<file path="src/rtl/tomasulo_pkg.sv">
// Shared definitions for the reservation-station dispatch slice: opcode
// encodings, default widths, the entry record and the CDB tag-match helper.
package tomasulo_pkg;

   localparam int DATA_W = 8;
   localparam int TAG_W  = 3;
   localparam int REG_W  = 4;
   localparam int FUNC_W = 4;

   localparam logic [FUNC_W-1:0] FUNC_ADD = 4'b0000;
   localparam logic [FUNC_W-1:0] FUNC_SUB = 4'b0001;
   localparam logic [FUNC_W-1:0] FUNC_MUL = 4'b0010;
   localparam logic [FUNC_W-1:0] FUNC_DIV = 4'b0011;
   localparam logic [FUNC_W-1:0] FUNC_LD  = 4'b0100;
   localparam logic [FUNC_W-1:0] FUNC_ST  = 4'b0101;

   // One reservation-station slot; the age relation lives in rs_age_select.
   typedef struct packed {
      logic              busy;
      logic [FUNC_W-1:0] func;
      logic [REG_W-1:0]  rd;
      logic [TAG_W-1:0]  rob;
      logic              rdy1;
      logic [DATA_W-1:0] v1;
      logic [TAG_W-1:0]  q1;
      logic              rdy2;
      logic [DATA_W-1:0] v2;
      logic [TAG_W-1:0]  q2;
   } rs_entry_t;

   // True when a broadcast supplies an operand that is still waiting on tag q.
   function automatic logic tag_hit(input logic             cdb_v,
                                    input logic [TAG_W-1:0] cdb_tag,
                                    input logic             rdy,
                                    input logic [TAG_W-1:0] q);
      return cdb_v && !rdy && (cdb_tag == q);
   endfunction

endpackage

</file>
<file path="src/rtl/rs_dispatch_if.sv">
// Issue/CDB/dispatch bundle of one reservation-station bank. The slave side
// is the bank; the master side is the surrounding issue logic, CDB and
// execution unit.
interface rs_dispatch_if #(
   parameter int NUM_ENT = 3,
   parameter int DATA_W  = 8,
   parameter int TAG_W   = 3,
   parameter int FUNC_W  = 4,
   parameter int REG_W   = 4
);
   localparam int IDX_W = (NUM_ENT > 1) ? $clog2(NUM_ENT) : 1;
   // The output register can hold one op on top of NUM_ENT busy entries.
   localparam int CNT_W = $clog2(NUM_ENT + 2);

   logic              flush;
   logic              alloc_valid;
   logic              alloc_ready;
   logic [FUNC_W-1:0] alloc_func;
   logic [REG_W-1:0]  alloc_rd;
   logic [TAG_W-1:0]  alloc_rob;
   logic              alloc_rdy1;
   logic              alloc_rdy2;
   logic [DATA_W-1:0] alloc_v1;
   logic [DATA_W-1:0] alloc_v2;
   logic [TAG_W-1:0]  alloc_q1;
   logic [TAG_W-1:0]  alloc_q2;
   logic              cdb_valid;
   logic [TAG_W-1:0]  cdb_rob;
   logic [DATA_W-1:0] cdb_data;
   logic              exec_ready;
   logic              exec_b;
   logic [FUNC_W-1:0] func;
   logic [IDX_W-1:0]  rs_index;
   logic [DATA_W-1:0] rs1_data;
   logic [DATA_W-1:0] rs2_data;
   logic [TAG_W-1:0]  rob_ind;
   logic [REG_W-1:0]  rd;
   logic [CNT_W-1:0]  busy_cnt;

   modport slave (
      input  flush, alloc_valid, alloc_func, alloc_rd, alloc_rob,
             alloc_rdy1, alloc_rdy2, alloc_v1, alloc_v2, alloc_q1, alloc_q2,
             cdb_valid, cdb_rob, cdb_data, exec_ready,
      output alloc_ready, exec_b, func, rs_index, rs1_data, rs2_data,
             rob_ind, rd, busy_cnt
   );

   modport master (
      output flush, alloc_valid, alloc_func, alloc_rd, alloc_rob,
             alloc_rdy1, alloc_rdy2, alloc_v1, alloc_v2, alloc_q1, alloc_q2,
             cdb_valid, cdb_rob, cdb_data, exec_ready,
      input  alloc_ready, exec_b, func, rs_index, rs1_data, rs2_data,
             rob_ind, rd, busy_cnt
   );

endinterface

</file>
<file path="src/rtl/rs_age_select.sv">
// Age matrix for the reservation-station entries plus oldest-eligible pick.
// age_q[i][j] = 1 means entry i was allocated before entry j. A new entry
// clears its row (younger than everyone) and sets its column in every other
// row. Stale rows of free entries are harmless: free entries are never
// eligible and their row is rewritten on the next allocation.
module rs_age_select #(
   parameter int NUM_ENT = 3,
   parameter int IDX_W   = 2
) (
   input  logic               clk_i,
   input  logic               rst_ni,
   input  logic               flush_i,
   input  logic               alloc_i,
   input  logic [NUM_ENT-1:0] alloc_oh_i,
   input  logic [NUM_ENT-1:0] free_oh_i,
   input  logic [NUM_ENT-1:0] elig_i,
   output logic [NUM_ENT-1:0] sel_oh_o,
   output logic [IDX_W-1:0]   sel_idx_o,
   output logic               sel_any_o
);

   logic [NUM_ENT-1:0] age_q [NUM_ENT];
   logic [NUM_ENT-1:0] age_d [NUM_ENT];

   // Age-matrix update for entries leaving and entering the bank
   always_comb begin
      for (int i = 0; i < NUM_ENT; i++) begin
         age_d[i] = free_oh_i[i] ? '0 : age_q[i];
      end
      if (alloc_i) begin
         for (int k = 0; k < NUM_ENT; k++) begin
            if (alloc_oh_i[k]) begin
               age_d[k] = '0;
               for (int j = 0; j < NUM_ENT; j++) begin
                  if (j != k) age_d[j][k] = 1'b1;
               end
            end
         end
      end
   end

   // Age-matrix register
   always_ff @(posedge clk_i) begin
      if (!rst_ni || flush_i) begin
         for (int i = 0; i < NUM_ENT; i++) age_q[i] <= '0;
      end else begin
         age_q <= age_d;
      end
   end

   // An eligible entry wins if it is older than every other eligible entry
   always_comb begin
      sel_oh_o  = '0;
      sel_idx_o = '0;
      sel_any_o = |elig_i;
      for (int i = 0; i < NUM_ENT; i++) begin
         sel_oh_o[i] = elig_i[i] &
                       ~|(elig_i & ~age_q[i] & ~(NUM_ENT'(1) << i));
      end
      for (int i = 0; i < NUM_ENT; i++) begin
         if (sel_oh_o[i]) sel_idx_o = IDX_W'(i);
      end
   end

endmodule

</file>
<file path="src/rtl/rs_dispatch.sv">
// Reservation-station bank for one functional-unit class. Captures renamed
// ops, snoops the CDB for missing operands and keeps the oldest fully-ready
// op in a registered dispatch slot for the execution unit.
module rs_dispatch #(
   parameter int NUM_ENT = 3,
   parameter int DATA_W  = 8,
   parameter int TAG_W   = 3,
   parameter int FUNC_W  = 4,
   parameter int REG_W   = 4
) (
   input logic          clk1,
   input logic          rst_n,
   rs_dispatch_if.slave bus
);
   import tomasulo_pkg::*;

   localparam int IDX_W = (NUM_ENT > 1) ? $clog2(NUM_ENT) : 1;
   localparam int CNT_W = $clog2(NUM_ENT + 2);

   rs_entry_t          ent_q [NUM_ENT];
   rs_entry_t          ent_d [NUM_ENT];
   logic [NUM_ENT-1:0] busy_v;
   logic [NUM_ENT-1:0] elig_v;
   logic [NUM_ENT-1:0] alloc_oh;
   logic [NUM_ENT-1:0] sel_oh;
   logic [NUM_ENT-1:0] free_oh;
   logic [IDX_W-1:0]   sel_idx;
   logic               sel_any;
   logic               alloc_fire;
   logic               load_en;
   logic [CNT_W-1:0]   cnt_c;

   logic               exec_b_q;
   logic [FUNC_W-1:0]  func_q;
   logic [IDX_W-1:0]   idx_q;
   logic [DATA_W-1:0]  v1_q;
   logic [DATA_W-1:0]  v2_q;
   logic [TAG_W-1:0]   rob_q;
   logic [REG_W-1:0]   rd_q;

   // Status vectors from registered state and the lowest free slot
   always_comb begin
      busy_v   = '0;
      elig_v   = '0;
      alloc_oh = '0;
      for (int i = 0; i < NUM_ENT; i++) begin
         busy_v[i] = ent_q[i].busy;
         elig_v[i] = ent_q[i].busy & ent_q[i].rdy1 & ent_q[i].rdy2;
      end
      for (int i = NUM_ENT - 1; i >= 0; i--) begin
         if (!ent_q[i].busy) begin
            alloc_oh    = '0;
            alloc_oh[i] = 1'b1;
         end
      end
   end

   // A slot being freed this cycle is still busy here, so the new op lands
   // in a different slot.
   assign bus.alloc_ready = ~&busy_v;
   assign alloc_fire      = bus.alloc_valid & bus.alloc_ready;
   assign load_en         = ~exec_b_q | bus.exec_ready;
   assign free_oh         = (load_en && sel_any) ? sel_oh : '0;

   rs_age_select #(
      .NUM_ENT (NUM_ENT),
      .IDX_W   (IDX_W)
   ) u_age (
      .clk_i      (clk1),
      .rst_ni     (rst_n),
      .flush_i    (bus.flush),
      .alloc_i    (alloc_fire),
      .alloc_oh_i (alloc_oh),
      .free_oh_i  (free_oh),
      .elig_i     (elig_v),
      .sel_oh_o   (sel_oh),
      .sel_idx_o  (sel_idx),
      .sel_any_o  (sel_any)
   );

   // Entry next state: CDB wakeup, release on dispatch, allocation with bypass
   always_comb begin
      for (int i = 0; i < NUM_ENT; i++) begin
         ent_d[i] = ent_q[i];
         if (ent_q[i].busy &&
             tag_hit(bus.cdb_valid, bus.cdb_rob, ent_q[i].rdy1, ent_q[i].q1)) begin
            ent_d[i].rdy1 = 1'b1;
            ent_d[i].v1   = bus.cdb_data;
         end
         if (ent_q[i].busy &&
             tag_hit(bus.cdb_valid, bus.cdb_rob, ent_q[i].rdy2, ent_q[i].q2)) begin
            ent_d[i].rdy2 = 1'b1;
            ent_d[i].v2   = bus.cdb_data;
         end
         if (free_oh[i]) ent_d[i].busy = 1'b0;
         if (alloc_fire && alloc_oh[i]) begin
            ent_d[i].busy = 1'b1;
            ent_d[i].func = bus.alloc_func;
            ent_d[i].rd   = bus.alloc_rd;
            ent_d[i].rob  = bus.alloc_rob;
            ent_d[i].q1   = bus.alloc_q1;
            ent_d[i].q2   = bus.alloc_q2;
            ent_d[i].rdy1 = bus.alloc_rdy1 |
                            tag_hit(bus.cdb_valid, bus.cdb_rob, bus.alloc_rdy1, bus.alloc_q1);
            ent_d[i].rdy2 = bus.alloc_rdy2 |
                            tag_hit(bus.cdb_valid, bus.cdb_rob, bus.alloc_rdy2, bus.alloc_q2);
            ent_d[i].v1   = bus.alloc_rdy1 ? bus.alloc_v1 : bus.cdb_data;
            ent_d[i].v2   = bus.alloc_rdy2 ? bus.alloc_v2 : bus.cdb_data;
         end
      end
   end

   // Entry storage; only the busy flags need clearing on reset or flush
   always_ff @(posedge clk1) begin
      if (!rst_n || bus.flush) begin
         for (int i = 0; i < NUM_ENT; i++) ent_q[i].busy <= 1'b0;
      end else begin
         for (int i = 0; i < NUM_ENT; i++) ent_q[i] <= ent_d[i];
      end
   end

   // Dispatch register: reloads when empty or accepted, holds while stalled
   always_ff @(posedge clk1) begin
      if (!rst_n || bus.flush) begin
         exec_b_q <= 1'b0;
         func_q   <= '0;
         idx_q    <= '0;
         v1_q     <= '0;
         v2_q     <= '0;
         rob_q    <= '0;
         rd_q     <= '0;
      end else if (load_en) begin
         exec_b_q <= sel_any;
         if (sel_any) begin
            func_q <= ent_q[sel_idx].func;
            idx_q  <= sel_idx;
            v1_q   <= ent_q[sel_idx].v1;
            v2_q   <= ent_q[sel_idx].v2;
            rob_q  <= ent_q[sel_idx].rob;
            rd_q   <= ent_q[sel_idx].rd;
         end
      end
   end

   // Occupancy counts busy entries plus the op held for the exec unit
   always_comb begin
      cnt_c = CNT_W'(exec_b_q);
      for (int i = 0; i < NUM_ENT; i++) cnt_c = cnt_c + CNT_W'(busy_v[i]);
   end

   assign bus.exec_b   = exec_b_q;
   assign bus.func     = func_q;
   assign bus.rs_index = idx_q;
   assign bus.rs1_data = v1_q;
   assign bus.rs2_data = v2_q;
   assign bus.rob_ind  = rob_q;
   assign bus.rd       = rd_q;
   assign bus.busy_cnt = cnt_c;

endmodule

</file>
<file path="src/flat_wrapper.sv">
// flat-port wrapper written by rule: the top's interface ports become plain ports
module rs_dispatch_flat import tomasulo_pkg::*;
#(
   parameter int NUM_ENT = 3,
   parameter int DATA_W  = 8,
   parameter int TAG_W   = 3,
   parameter int FUNC_W  = 4,
   parameter int REG_W   = 4
)
  (clk1, rst_n, bus_flush, bus_alloc_valid, bus_alloc_func, bus_alloc_rd, bus_alloc_rob, bus_alloc_rdy1, bus_alloc_rdy2, bus_alloc_v1, bus_alloc_v2, bus_alloc_q1, bus_alloc_q2, bus_cdb_valid, bus_cdb_rob, bus_cdb_data, bus_exec_ready, bus_alloc_ready, bus_exec_b, bus_func, bus_rs_index, bus_rs1_data, bus_rs2_data, bus_rob_ind, bus_rd, bus_busy_cnt);
  rs_dispatch_if #(.NUM_ENT(NUM_ENT), .DATA_W(DATA_W), .TAG_W(TAG_W), .FUNC_W(FUNC_W), .REG_W(REG_W)) bus_i ();
  input logic clk1;
  input logic rst_n;
  input wire logic [$bits(bus_i.flush)-1:0] bus_flush;
  input wire logic [$bits(bus_i.alloc_valid)-1:0] bus_alloc_valid;
  input wire logic [$bits(bus_i.alloc_func)-1:0] bus_alloc_func;
  input wire logic [$bits(bus_i.alloc_rd)-1:0] bus_alloc_rd;
  input wire logic [$bits(bus_i.alloc_rob)-1:0] bus_alloc_rob;
  input wire logic [$bits(bus_i.alloc_rdy1)-1:0] bus_alloc_rdy1;
  input wire logic [$bits(bus_i.alloc_rdy2)-1:0] bus_alloc_rdy2;
  input wire logic [$bits(bus_i.alloc_v1)-1:0] bus_alloc_v1;
  input wire logic [$bits(bus_i.alloc_v2)-1:0] bus_alloc_v2;
  input wire logic [$bits(bus_i.alloc_q1)-1:0] bus_alloc_q1;
  input wire logic [$bits(bus_i.alloc_q2)-1:0] bus_alloc_q2;
  input wire logic [$bits(bus_i.cdb_valid)-1:0] bus_cdb_valid;
  input wire logic [$bits(bus_i.cdb_rob)-1:0] bus_cdb_rob;
  input wire logic [$bits(bus_i.cdb_data)-1:0] bus_cdb_data;
  input wire logic [$bits(bus_i.exec_ready)-1:0] bus_exec_ready;
  output wire logic [$bits(bus_i.alloc_ready)-1:0] bus_alloc_ready;
  output wire logic [$bits(bus_i.exec_b)-1:0] bus_exec_b;
  output wire logic [$bits(bus_i.func)-1:0] bus_func;
  output wire logic [$bits(bus_i.rs_index)-1:0] bus_rs_index;
  output wire logic [$bits(bus_i.rs1_data)-1:0] bus_rs1_data;
  output wire logic [$bits(bus_i.rs2_data)-1:0] bus_rs2_data;
  output wire logic [$bits(bus_i.rob_ind)-1:0] bus_rob_ind;
  output wire logic [$bits(bus_i.rd)-1:0] bus_rd;
  output wire logic [$bits(bus_i.busy_cnt)-1:0] bus_busy_cnt;
  assign bus_i.flush = bus_flush;
  assign bus_i.alloc_valid = bus_alloc_valid;
  assign bus_i.alloc_func = bus_alloc_func;
  assign bus_i.alloc_rd = bus_alloc_rd;
  assign bus_i.alloc_rob = bus_alloc_rob;
  assign bus_i.alloc_rdy1 = bus_alloc_rdy1;
  assign bus_i.alloc_rdy2 = bus_alloc_rdy2;
  assign bus_i.alloc_v1 = bus_alloc_v1;
  assign bus_i.alloc_v2 = bus_alloc_v2;
  assign bus_i.alloc_q1 = bus_alloc_q1;
  assign bus_i.alloc_q2 = bus_alloc_q2;
  assign bus_i.cdb_valid = bus_cdb_valid;
  assign bus_i.cdb_rob = bus_cdb_rob;
  assign bus_i.cdb_data = bus_cdb_data;
  assign bus_i.exec_ready = bus_exec_ready;
  assign bus_alloc_ready = bus_i.alloc_ready;
  assign bus_exec_b = bus_i.exec_b;
  assign bus_func = bus_i.func;
  assign bus_rs_index = bus_i.rs_index;
  assign bus_rs1_data = bus_i.rs1_data;
  assign bus_rs2_data = bus_i.rs2_data;
  assign bus_rob_ind = bus_i.rob_ind;
  assign bus_rd = bus_i.rd;
  assign bus_busy_cnt = bus_i.busy_cnt;
  rs_dispatch #(.NUM_ENT(NUM_ENT), .DATA_W(DATA_W), .TAG_W(TAG_W), .FUNC_W(FUNC_W), .REG_W(REG_W)) u_core (.clk1(clk1), .rst_n(rst_n), .bus(bus_i));
endmodule
</file>
<file path="config.mk">
export PLATFORM = sky130hd
export DESIGN_NAME = rs_dispatch_flat
export DESIGN_NICKNAME = d
export VERILOG_FILES = /design/src/rtl/tomasulo_pkg.sv /design/src/rtl/rs_dispatch_if.sv /design/src/rtl/rs_age_select.sv /design/src/rtl/rs_dispatch.sv /design/src/flat_wrapper.sv
export SDC_FILE = /design/constraint.sdc
export NUM_CORES = 1
export LEC_CHECK = 0
export ABC_AREA = 1
export CORE_UTILIZATION = 60
export DETAILED_ROUTE_END_ITERATION = 12
export PLACE_DENSITY = 0.92
export SLEW_MARGIN = 20
export SYNTH_ARGS = -nofsm -noshare
export SYNTH_HDL_FRONTEND = slang
export SYNTH_SLANG_ARGS = --single-unit
</file>
<file path="constraint.sdc">
create_clock -name clk1 -period 4.7 [get_ports clk1]
set_input_delay 0.47 -clock clk1 [delete_from_list [all_inputs] [get_ports clk1]]
set_output_delay 0.47 -clock clk1 [all_outputs]
set_load 0.005 [all_outputs]
</file>
Word level (Yosys, flattened, before mapping):

Memory sizes are Yosys's and may differ from the RTL's. A register that Yosys moved wholly into a read port is not among the register bits.
Index checks and enable logic that the tools add are counted.

* bitwise logic cells: 23
* $add $sub $neg: 3
* muxes and demuxes: 39
* eq/ne operators: 8
* reductions and logical operators: 46

Operators by type and width (count)
* 36-bit 2-to-1 mux: 3
* 9-bit 2-to-1 mux: 7
* 3-bit 2-to-1 mux: 10
* 1-bit logical AND: 26
* 3-bit equality test: 8
* 1-bit 2-to-1 mux: 16
* 8-bit 2-to-1 mux: 2
* 1-bit zero test: 13
* 1-bit AND: 10
* 3-bit by 1-bit adder with 3-bit output: 2
* 3-bit AND: 2
* 3-bit NOT: 2
* 1-bit bitwise OR: 6
* 2-bit OR reduction: 3
* 3-bit AND reduction: 1
* 3-bit OR reduction: 1
* 1-bit by 1-bit adder with 2-bit output: 1
* 2-bit AND: 1
* 2-bit 2-to-1 mux: 1
* 2-bit NOT: 1
* 2-bit AND reduction: 1
* 1-bit logical OR: 1
* 1-bit NOT: 1

* register bits after elaboration: 12
* word-level logic and storage cells: 125
* memories kept: 1
* output and inout port bits: 34
* memory bits (writable): 108
* input port bits: 52

Memories
* u_core.ent_q: words 3, width 36, read ports 4, clocked after Yosys merged registers in 1, write ports 3, line rs_dispatch.sv:20 `rs_entry_t ent_q [NUM_ENT];`

Logic depth before layout (Yosys ltp):

Gate-level depths: netlist of run 1.
An unclocked memory read counts as a cell.

* word-level depth: 13
* mapped depth: 10
* depth with buffers taken out: 8

By module:

Synthesis of run 1 repeated with hierarchy kept, for this count alone.

* cell total of the unflattened synthesis: 779
* area total of the unflattened synthesis: 6879.1 um2

By module, submodules not included
* rs_dispatch: seq. area each 3813.7 um2, area each 6562.5 um2, times used 1, cells an instance 729
* rs_age_select: seq. area each 120.1 um2, area each 316.6 um2, times used 1, cells an instance 50

Least setup slack after synthesis of run 1:

Ideal clock, no wire load.

* path kind: input port to flip-flop
* start: input port rst_n
* end: memory u_core.ent_q[0][10] in the netlist's numbering, enable pin
* slack: 2058 ps
* arrival time: 2307 ps
* data required time: 4366 ps
* cell stages on the path: 8
* path buffers: 2
* cells stage by stage: inv_1 nor2_2 inv_1 buf_2 nor2_1 inv_1 buf_2 nand2_1

RTL lines
* from (decl): line flat_wrapper.sv:13 `input logic rst_n;`
* to (decl): line rs_dispatch.sv:20

==> flow_summary.ini, run 1 <==
[status]
outcome = complete, no violations

[critical_path]
crit_path_start_kind = input pin
worstPathArrival_ns = 3.13
worst-path-buf-inv = 5
r2r.worst_path.cells = 5
crit_path_start = bus_flush
worstPathRequired_ns = 4.77
timing.critical_path.depth = 8
crit_path_max_fanout = 37
worst_path_max_delay_cell = inv_1
crit_family = buffers and inverters
critical_path.cell_chain = clkdlybuf4s50_1 > nor2_2 > buf_4 > inv_1 > nor2_2 > buf_4 > inv_2 > nand2_1
worst_stage_delay_on_the_critical_path_ns = 0.63
criticalPathCategory = input pin to flip-flop
cp-end-kind = flip-flop
regToRegStartpoint = u_core.ent_q[0][35]$_SDFFCE_PN0P_

[floorplanning]
die_w_um = 109
io-pin-count = 86
floorplan.initialDensity_pct = 62.3
fp.dieArea_mm2 = 0.0118
area_of_the_placeable_core_mm2 = 0.0110
fp-row-count = 38
floorplan.die.height_um = 109

[clock_tree]
cts_resized = 0
cts_root_buffer = clkbuf_16
clock_sink_count = 144
clkTransAtPathRegs_ns = 0.06
h_tree_level_count = 4
tritoncts = yes
post_cts_setup_repair_buffer_count = 0
cts-buffers-inserted = 17
clk_latency_ns = 0.43
cts-hold-fix-buffers = 0
clockBufferDepth = 2

[synthesis]
number_of_enable_type_register_cells_in_the_synthesized_netlist = 108
syn_area_cell_um2 = 8.74
synth.largest_area_cell = edfxtp_1
synth_area_mm2 = 0.00684
synth-seq-area-share_pct = 57.9
synth_cell_type_count = 32
asyncSetResetFlopFracSynth_pct = 0
dominantRegCellSynth = edfxtp_1
synth.top_cells.by_area = edfxtp_1 (47%), nor2_1 (11%), dfxtp_1 (11%)
flip_flop_and_latch_count_after_synthesis = 144
synthCells = 783
synthesis.nets = 838
synth-warning-count = 0
yosys.area.top_type_share_pct = 47.4

[power_and_ir_drop]
netSwitchingPower_mw = 0.721
intPower_mw = 2.30
seq_power_share_pct = 45.9
vdd_ir_drop_max_v = 0.000234
power_leakage_nw = 3.54
clock_power_share_pct = 46.6
power_per_cell_area_mw_per_mm2 = 362
totalPowerFinal_mw = 3.02
power.switching_fraction_pct = 23.9
comb_power_share_pct = 7.5

[grt]
grt-ovfl-total = 0
grt_pass1_wl_mm = 28.7
first_global_vias = 5558
antenna_violations_before_repair = 0
grt_start_max_net_pins = 38
grt_overall_usage_pct = 33.1

[drt]
drt_iter0_drc = 746
drtAntennaViolNets = 0
detail_route.drc_violations = 0
routedWlPerCell_um = 18.4
vias_per_cell = 5.79
drt-pass1-iter-count = 7
num_vias = 5851
routed_wl_mm = 18.5

[sta]
finalMaxSlewViolations = 0
timing.final.hold_violations = 0
maxClockFrequency_mhz = 326
worstMarginPinSlew_ns = 0.835
final-setup-viol-count = 0
worst_slew_margin_rel_pct = 44.2
final.setup.worst_slack_ns = 1.64
final_min_period_over_clock_period_pct = 65.2
holdWs_ns = 0.502
post_route_skew_ns = 0.00777
grt_setup_unrepaired = false
setup-tns-final_ns = 0
period_needed_ns = 3.06

[layout]
mostFrequentLayoutCell = nor2_1
antennaDiodeCount = 0
layout_cells_sized_above_1_pct = 6.44
area.growth.synth_to_final_pct = 21.7
leading_cell_types_in_the_layout_fill_and_taps_excluded = nor2_1 (206), edfxtp_1 (108), nand2_1 (103)
final_util_pct = 75.9
finalNetCount = 912

[min_path]
hold_path.startpoint = u_core.u_age.age_q[3]$_SDFF_PN0_
min_path_type = flip-flop to flip-flop
worstHoldPathCells = 2

[place]
finalWeightedCongestion = 0.922
io_buffer_count = 85
post-place-ws_ns = 1.26
detailedPlacementHpwl_mm = 11.6

[run]
maxCapViolCount = 0
==> cell families after synthesis <==
family                   after synthesis  synth area share [%]
AO/OA/AOI/OAI                        132                  9.76
XOR/XNOR                              16                  2.05
adder cells (fa/ha/maj)                3                 0.658
buffers and inverters                142                  8.76
flip-flops                           144                  57.9
AND/OR/NAND/NOR                      346                  20.9
==> per-stage QoR <==
stage,cells,cell area (um2)
floorplan,783,6840
global placement,978,7710
detailed placement,978,7710
CTS,1010,8330
global route,1010,8330
finish,1010,8330
==> power groups by stage <==
stage	sequential [mW]	clock, mW	combinational (mW)
floorplan	1.41	0	0.122
global placement	1.41	0	0.209
detailed placement	1.41	0	0.216
CTS	1.38	1.39	0.221
global route	1.39	1.45	0.244
finish	1.39	1.41	0.226
==> registers in the layout, indices dropped and copies added, names as in the netlist <==
signal and count:
u_core.bus.exec_b 1, u_core.bus.func 4, u_core.bus.rd 4, u_core.bus.rob_ind 3, u_core.bus.rs1_data 8, u_core.bus.rs2_data 8, u_core.bus.rs_index 2, u_core.ent_q 108
u_core.u_age.age_q 6
==> final cells by class <==
cell class	instances	area, um2
clock inverter	11	114
sequential	144	3960
timing repair buffer	91	896
multi-input combinational	497	2280
inverter	106	398
clock buffer	21	504
tap	140	175
fill	720	2650
==> cell usage after synthesis (3+ instances only) <==
library cell,instances
xnor2_1,11
buf_1,5
nand2_4,3
edfxtp_1,108
nand3_1,10
nor3_1,3
buf_6,4
clkbuf_1,10
inv_2,5
nor4_1,3
a21oi_1,96
nor2_1,206
o22ai_1,4
inv_1,101
buf_4,6
o21ai_0,30
nor2_2,3
xor2_1,5
dfxtp_1,36
nand2_1,103
buf_2,11
nand4_1,6
==> layer usage <==
metal / up-vias / GRT usage, % / share of wire, %
li1: 2664 / - / -
met1: 2696 / 41.9 / 36
met2: 417 / 54.7 / 49
met3: 74 / 6.63 / 10
met4: 0 / 15.3 / 4.6
met5: - / 0 / 0
==> tightest hold or removal path, delay by kind of cell, from the launching register on <==
kind | cells | cell delay, ns
AOI/OAI and AO/OA | 1 | 0.09
buffers and inverters | 1 | 0.06
DFF | 1 | 0.30
==> worst paths after layout <==
check,end,slack [ns]
max,u_core.ent_q[2][10]$_DFFE_PP_,1.64
min reg2reg,u_core.u_age.age_q[3]$_SDFF_PN0_,0.50
max reg2reg,u_core.ent_q[0][16]$_DFFE_PP_,1.85
min,u_core.u_age.age_q[3]$_SDFF_PN0_,0.50
Power figures use the tool's default switching activity.
==> inputs of run 2 (changes only) <==
--- a/config.mk
+++ b/config.mk
@@ -6,9 +6,9 @@
 export NUM_CORES = 1
 export LEC_CHECK = 0
 export ABC_AREA = 1
-export CORE_UTILIZATION = 60
+export CORE_UTILIZATION = 56
 export DETAILED_ROUTE_END_ITERATION = 12
-export PLACE_DENSITY = 0.92
+export PLACE_DENSITY = 0.87
 export SLEW_MARGIN = 20
 export SYNTH_ARGS = -nofsm -noshare
 export SYNTH_HDL_FRONTEND = slang
==> constraint.sdc (replaced) <==
create_clock -name clk1 -period 3 [get_ports clk1]
set_input_delay 0.3 -clock clk1 [delete_from_list [all_inputs] [get_ports clk1]]
set_output_delay 0.3 -clock clk1 [all_outputs]
set_load 0.005 [all_outputs]
==> run 2 against run 1 <==
  * Global-route usage down 4.8 points
  * Routed wire length down 10%
  * Flip-flop and latch count unchanged
  * Via count down 3.2%
  * Clock-buffer cell count down 1
  * Largest cell class unchanged
  * First-iteration DRC count down 24%
  * Clock skew about the same
  * Die area up 7.0%
  * Worst setup slack worse by 1.3 ns
  * Sequential share of layout area down 0.17 points
  * Largest power group is now sequential cells
  * Critical endpoint is now bus_busy_cnt[1]
  * Core utilization down 6.0 points
  * Non-clock buffer count up 8
==> flow_summary.ini, run 2 (synthesized netlist as in run 1, its figures left out) <==
[clock_tree]
h_tree_level_count = 4
clk_latency_ns = 0.42
tritoncts = yes
cts-buffers-inserted = 17
cts_resized = 0
post_cts_setup_repair_buffer_count = 0
cts-hold-fix-buffers = 0
clockBufferDepth = 2
clkTransAtPathRegs_ns = 0.06
cts_root_buffer = clkbuf_16
clock_sink_count = 144

[place]
detailedPlacementHpwl_mm = 10.9
finalWeightedCongestion = 0.928
dp.cells = 993
io_buffer_count = 85

[min_path]
min_path_type = flip-flop to flip-flop
hold_path.startpoint = u_core.u_age.age_q[7]$_SDFF_PN0_
whs_endpoint = u_core.u_age.age_q[7]$_SDFF_PN0_
worstHoldPathCells = 2

[critical_path]
crit_path_start_kind = flip-flop
critical_path.cell_chain = ha_1 > fa_1 > ha_1 > clkdlybuf4s50_1
worstPathRequired_ns = 2.70
worstPathArrival_ns = 2.33
criticalPathCategory = flip-flop to output pin
worst-r2r-setup-slack_ns = 0.94
worst-path-buf-inv = 1
crit-reg2reg-capture = u_core.ent_q[1][15]$_DFFE_PP_
cp_common_cell = ha_1
crit_family = adder cells
crit_path_max_fanout = 2
r2r.worst_path.cells = 8
worst_stage_delay_on_the_critical_path_ns = 0.49
cp-end-kind = output pin
worst_path_max_delay_cell = clkdlybuf4s50_1
regToRegStartpoint = u_core.ent_q[0][35]$_SDFFCE_PN0P_

[sta]
final_min_period_over_clock_period_pct = 87.6
timing.final.hold_violations = 0
period_needed_ns = 2.63
worst_slew_margin_rel_pct = 58.5
worstMarginPinSlew_ns = 0.617
grt_setup_unrepaired = false
final-setup-viol-count = 0
setup-tns-final_ns = 0
post_route_skew_ns = 0.00743
finalMaxSlewViolations = 0
maxClockFrequency_mhz = 381

[floorplanning]
die_w_um = 113
floorplan.die.height_um = 113
io-pin-count = 86
fp.dieArea_mm2 = 0.0127
floorplan.initialDensity_pct = 57.2
fp-row-count = 40
area_of_the_placeable_core_mm2 = 0.0120

[layout]
mostFrequentLayoutCell = nor2_1
top_register = u_core.ent_q
antennaDiodeCount = 0
largest_register_ffs = 108
final_cell_count_no_fill = 1025
layout_cells_sized_above_1_pct = 6.83
layout.filler_cells = 891
sequential_cell_area_mm2 = 0.00396
leading_cell_types_in_the_layout_fill_and_taps_excluded = nor2_1 (206), edfxtp_1 (108), nand2_1 (103)
area.growth.synth_to_final_pct = 22.2
multi_input_area_mm2 = 0.00228
finalNetCount = 920

[run]
maxCapViolCount = 0

[grt]
first_global_vias = 5538
grt-ovfl-total = 0
grt_overall_usage_pct = 28.2
antenna_violations_before_repair = 0
grt_start_max_net_pins = 30
grt_pass1_wl_mm = 26.8

[power_and_ir_drop]
totalPowerFinal_mw = 4.59
vdd_ir_drop_max_v = 0.000469
power_per_cell_area_mw_per_mm2 = 549
power_leakage_nw = 3.56

[status]
outcome = complete, no violations

[drt]
routed_wl_mm = 16.6
drt_iter0_drc = 570
routedWlPerCell_um = 16.2
drtAntennaViolNets = 0
num_vias = 5663
drt-pass1-iter-count = 5
vias_per_cell = 5.52
detail_route.drc_violations = 0
-- run 2: changes by cell type in the layout (fill, tap and decap cells not counted), sizes merged --
cell / change
inv: -6
clkinvlp: -2
clkbuf: -1
bufinv: +2
clkinv: +7
buf: +8
-- run 2: per-stage QoR --
step	hold WS, ns	area [um2]	setup WS (ns)	utilization, %
floorplan	0.445	6840	0.528	-
global placement	0.470	7780	0.722	65.1
finish	0.492	8360	0.373	69.9
CTS	0.485	8360	0.338	69.9
detailed placement	0.477	7780	0.730	65.1
global route	0.515	8360	0.286	69.9
-- run 2: tightest hold or removal path: stages, from the launching register on --
cell and delay (ns):
dfxtp_1 0.30, inv_1 0.06, o21ai_0 0.08
-- run 2: area by class of cell --
class	instances	area share (%)
timing repair buffer	99	11.4
clock inverter	12	1.71
clock buffer	20	5.22
multi-input combinational	497	27.3
sequential	144	47.4
tap	147	2.20
inverter	106	4.76
-- run 2: worst max-delay path by stage --
stage / end / from / cells past startpoint / slack, ns
after global routing: bus_busy_cnt[1] / u_core.ent_q[0][35]$_SDFFCE_PN0P_ / 4 / 0.29
after detailed placement: u_core.ent_q[1][15]$_DFFE_PP_ / bus_alloc_valid / 8 / 0.73
final: bus_busy_cnt[1] / u_core.ent_q[0][35]$_SDFFCE_PN0P_ / 4 / 0.37
after CTS: bus_busy_cnt[1] / u_core.ent_q[0][35]$_SDFFCE_PN0P_ / 4 / 0.34
after floorplan: u_core.ent_q[0][10]$_DFFE_PP_ / rst_n / 8 / 0.53
after global placement: u_core.ent_q[1][20]$_DFFE_PP_ / bus_cdb_rob[1] / 5 / 0.72
-- run 2: power breakdown --
group	total, mW	internal [mW]	switching, mW
sequential	2.17	2.16	0.0116
combinational	0.354	0.139	0.214
clock	2.07	1.30	0.776
-- run 2: per-layer routing --
layer,up-vias,part of all wire (%),global-route usage (%)
li1,2691,-,-
met1,2644,37,32.3
met2,283,51,48.9
met3,45,8.2,7.34
met4,0,3.3,14.5
met5,-,0,0
==> inputs of run 3 (changes only) <==
--- a/config.mk
+++ b/config.mk
@@ -12,4 +12,5 @@
 export SLEW_MARGIN = 20
 export SYNTH_ARGS = -nofsm -noshare
 export SYNTH_HDL_FRONTEND = slang
+export SYNTH_HIERARCHICAL = 1
 export SYNTH_SLANG_ARGS = --single-unit
==> run 3 against run 2 <==
  * Area after synthesis is 0.51% higher
  * Non-clock buffer count is 3 higher
  * Register-to-register slack worse by 0.19 ns
  * Via count rose by 4.2%
  * Cell count is 0.49% lower
  * Largest cell class unchanged
==> flow_summary.ini, run 3 <==
[synthesis]
synth-warning-count = 6
syn_area_cell_um2 = 8.83
synthCells = 779
synthesis.nets = 834
asyncSetResetFlopFracSynth_pct = 0
number_of_enable_type_register_cells_in_the_synthesized_netlist = 105
synth.largest_area_cell = edfxtp_1
dominantRegCellSynth = edfxtp_1
synth-seq-area-share_pct = 57.2
synth.top_cells.by_area = edfxtp_1 (46%), dfxtp_1 (11%), nand2_1 (7.8%)
synth_area_mm2 = 0.00688
synth_cell_type_count = 29
netlist_top_cells_count = nand2_1 (143), nor2_1 (143), edfxtp_1 (105)
flip_flop_and_latch_count_after_synthesis = 144
yosys.area.top_type_share_pct = 45.8

[power_and_ir_drop]
vdd_ir_drop_max_v = 0.000374
power_leakage_nw = 3.65
clock_power_share_pct = 46.7
comb_power_share_pct = 6.9
power.switching_fraction_pct = 22.2
totalPowerFinal_mw = 4.65
seq_power_share_pct = 46.4
intPower_mw = 3.62
power_per_cell_area_mw_per_mm2 = 550
netSwitchingPower_mw = 1.03

[clock_tree]
clkTransAtPathRegs_ns = 0.06
post_cts_setup_repair_buffer_count = 0
clock_sink_count = 144
clockBufferDepth = 2
cts_resized = 0
tritoncts = yes
cts-buffers-inserted = 17
cts_root_buffer = clkbuf_16
h_tree_level_count = 4
clk_latency_ns = 0.42
cts-hold-fix-buffers = 0

[sta]
finalMaxSlewViolations = 0
timing.final.hold_violations = 0
setup-tns-final_ns = 0
final-setup-viol-count = 0
worst_slew_margin_rel_pct = 57.2
maxClockFrequency_mhz = 355
final_min_period_over_clock_period_pct = 93.9
grt_setup_unrepaired = false
period_needed_ns = 2.82
post_route_skew_ns = 0.0113
worstMarginPinSlew_ns = 0.640

[layout]
layout.filler_cells = 853
top_register = u_core/ent_q
antennaDiodeCount = 0
mostFrequentLayoutCell = nand2_1
area.growth.synth_to_final_pct = 22.8
largest_register_ffs = 108
leading_cell_types_in_the_layout_fill_and_taps_excluded = nand2_1 (143), nor2_1 (141), edfxtp_1 (105)
layout_cells_sized_above_1_pct = 7.67
finalNetCount = 915

[critical_path]
worstPathRequired_ns = 2.70
r2r.worst_path.cells = 8
worst-r2r-setup-slack_ns = 0.75
crit-reg2reg-capture = u_core/bus.rs1_data[1]$_SDFFE_PN0N_
crit_path_max_fanout = 8
crit_path_start_kind = flip-flop
worstPathArrival_ns = 2.52
cp-end-kind = output pin
regToRegStartpoint = u_core/ent_q[1][35]$_SDFFE_PN0P_
criticalPathCategory = flip-flop to output pin

[drt]
drtAntennaViolNets = 0
num_vias = 5901
drt-pass1-iter-count = 6
routedWlPerCell_um = 17.3
top_layer = met4
length_of_routed_wiring_on_met1_mm = 6.56
wl_met2_mm = 9.00
met3_wirelength_mm = 1.54
vias_per_cell = 5.79
detail_route.drc_violations = 0
routed_wl_mm = 17.6
drt_iter0_drc = 759

[grt]
grt-ovfl-total = 0
grt_overall_usage_pct = 29.1
grt_start_max_net_pins = 57
antenna_violations_before_repair = 0
grt_pass1_wl_mm = 28.0
first_global_vias = 5662

[floorplanning]
floorplan.die.height_um = 113
die_w_um = 113
io-pin-count = 86
area_of_the_placeable_core_mm2 = 0.0120
floorplan.initialDensity_pct = 57.3
fp.dieArea_mm2 = 0.0127
fp-row-count = 40

[min_path]
min_path_type = flip-flop to flip-flop
hold_path.startpoint = u_core/u_age/age_q[0]$_SDFF_PP0_
whs_endpoint = u_core/u_age/age_q[0]$_SDFF_PP0_
worstHoldPathCells = 2

[place]
io_buffer_count = 85
finalWeightedCongestion = 0.857
detailedPlacementHpwl_mm = 11.4

[status]
outcome = complete, no violations

[run]
maxCapViolCount = 0
[run 3: changes by cell type in the layout (fill, tap and decap cells not counted), sizes merged, moves of 25 or more]
cell	change
nor2	-62
nand2	+39
a21o	+27
o21ai	+27
inv	-25
[run 3: worst max-delay path, stage by stage (launching register included)]
cell             delay [ns]
dfxtp_1                0.50
inv_2                  0.13
fa_1                   0.51
inv_1                  0.04
ha_1                   0.17
ha_1                   0.27
clkdlybuf4s50_1        0.49
[run 3: final cells by class]
| class | count | area (um2) | share of cell area (%) |
|---|---|---|---|
| flip-flops and latches | 144 | 3930 | 46.6 |
| multi-input cells | 515 | 2430 | 28.8 |
| repair buffers | 102 | 991 | 11.7 |
| clock buffers | 20 | 447 | 5.29 |
| inverters | 80 | 302 | 3.57 |
| well taps | 147 | 184 | 2.18 |
| clock inverters | 12 | 160 | 1.90 |
[run 3: how the worst max path moves through the flow]
stage,start,to,slack [ns],cells after the start
floorplan,u_core/ent_q[0][35]$_SDFFE_PN0P_,u_core/ent_q[1][10]$_DFFE_PP_,1.12,7
global placement,u_core/ent_q[0][35]$_SDFFE_PN0P_,bus_busy_cnt[1],0.63,6
detailed placement,u_core/ent_q[0][35]$_SDFFE_PN0P_,bus_busy_cnt[1],0.61,6
CTS,u_core/ent_q[0][35]$_SDFFE_PN0P_,bus_busy_cnt[1],0.16,6
global route,u_core/ent_q[0][35]$_SDFFE_PN0P_,bus_busy_cnt[1],0.08,6
finish,u_core/ent_q[0][35]$_SDFFE_PN0P_,bus_busy_cnt[1],0.18,6
[run 3: power by group through the flow]
stage	clock network, mW	registers [mW]	logic (mW)
2_1_floorplan	0	2.20	0.171
3_3_place_gp	0	2.20	0.306
3_5_place_dp	0	2.20	0.313
4_1_cts	2.18	2.16	0.317
5_1_grt	2.26	2.16	0.352
6_report	2.17	2.16	0.322
[run 3: per-stage QoR]
| step | hold WS (ns) | setup slack (ns) | cell area [um2] | cells | utilization, % |
|---|---|---|---|---|---|
| after global placement | 0.460 | 0.626 | 7840 | 988 | 65.3 |
| after global routing | 0.502 | 0.0842 | 8450 | 1020 | 70.4 |
| after detailed placement | 0.464 | 0.613 | 7840 | 988 | 65.3 |
| after floorplan | 0.441 | 1.12 | 6880 | 779 | - |
| final | 0.475 | 0.184 | 8450 | 1020 | 70.4 |
| after CTS | 0.473 | 0.164 | 8450 | 1020 | 70.4 |
[run 3: kinds of logic (layout without fill, tap and decap cells)]
group / Yosys count / in the layout / synth area share, %
XOR/XNOR: 10 / 10 / 1.27
AND/OR/NAND/NOR: 319 / 319 / 18.8
flip-flops: 144 / 144 / 57.2
adder cells (fa/ha/maj): 3 / 3 / 0.655
buffers and inverters: 120 / 214 / 7.66
AO/OA/AOI/OAI: 183 / 183 / 14.4
[run 3: per-layer routing]
metal,track usage (%),up-vias
met2,50.2,358
li1,-,2733
met3,6.48,58
met1,34.4,2752
met4,14.2,0
met5,0,-
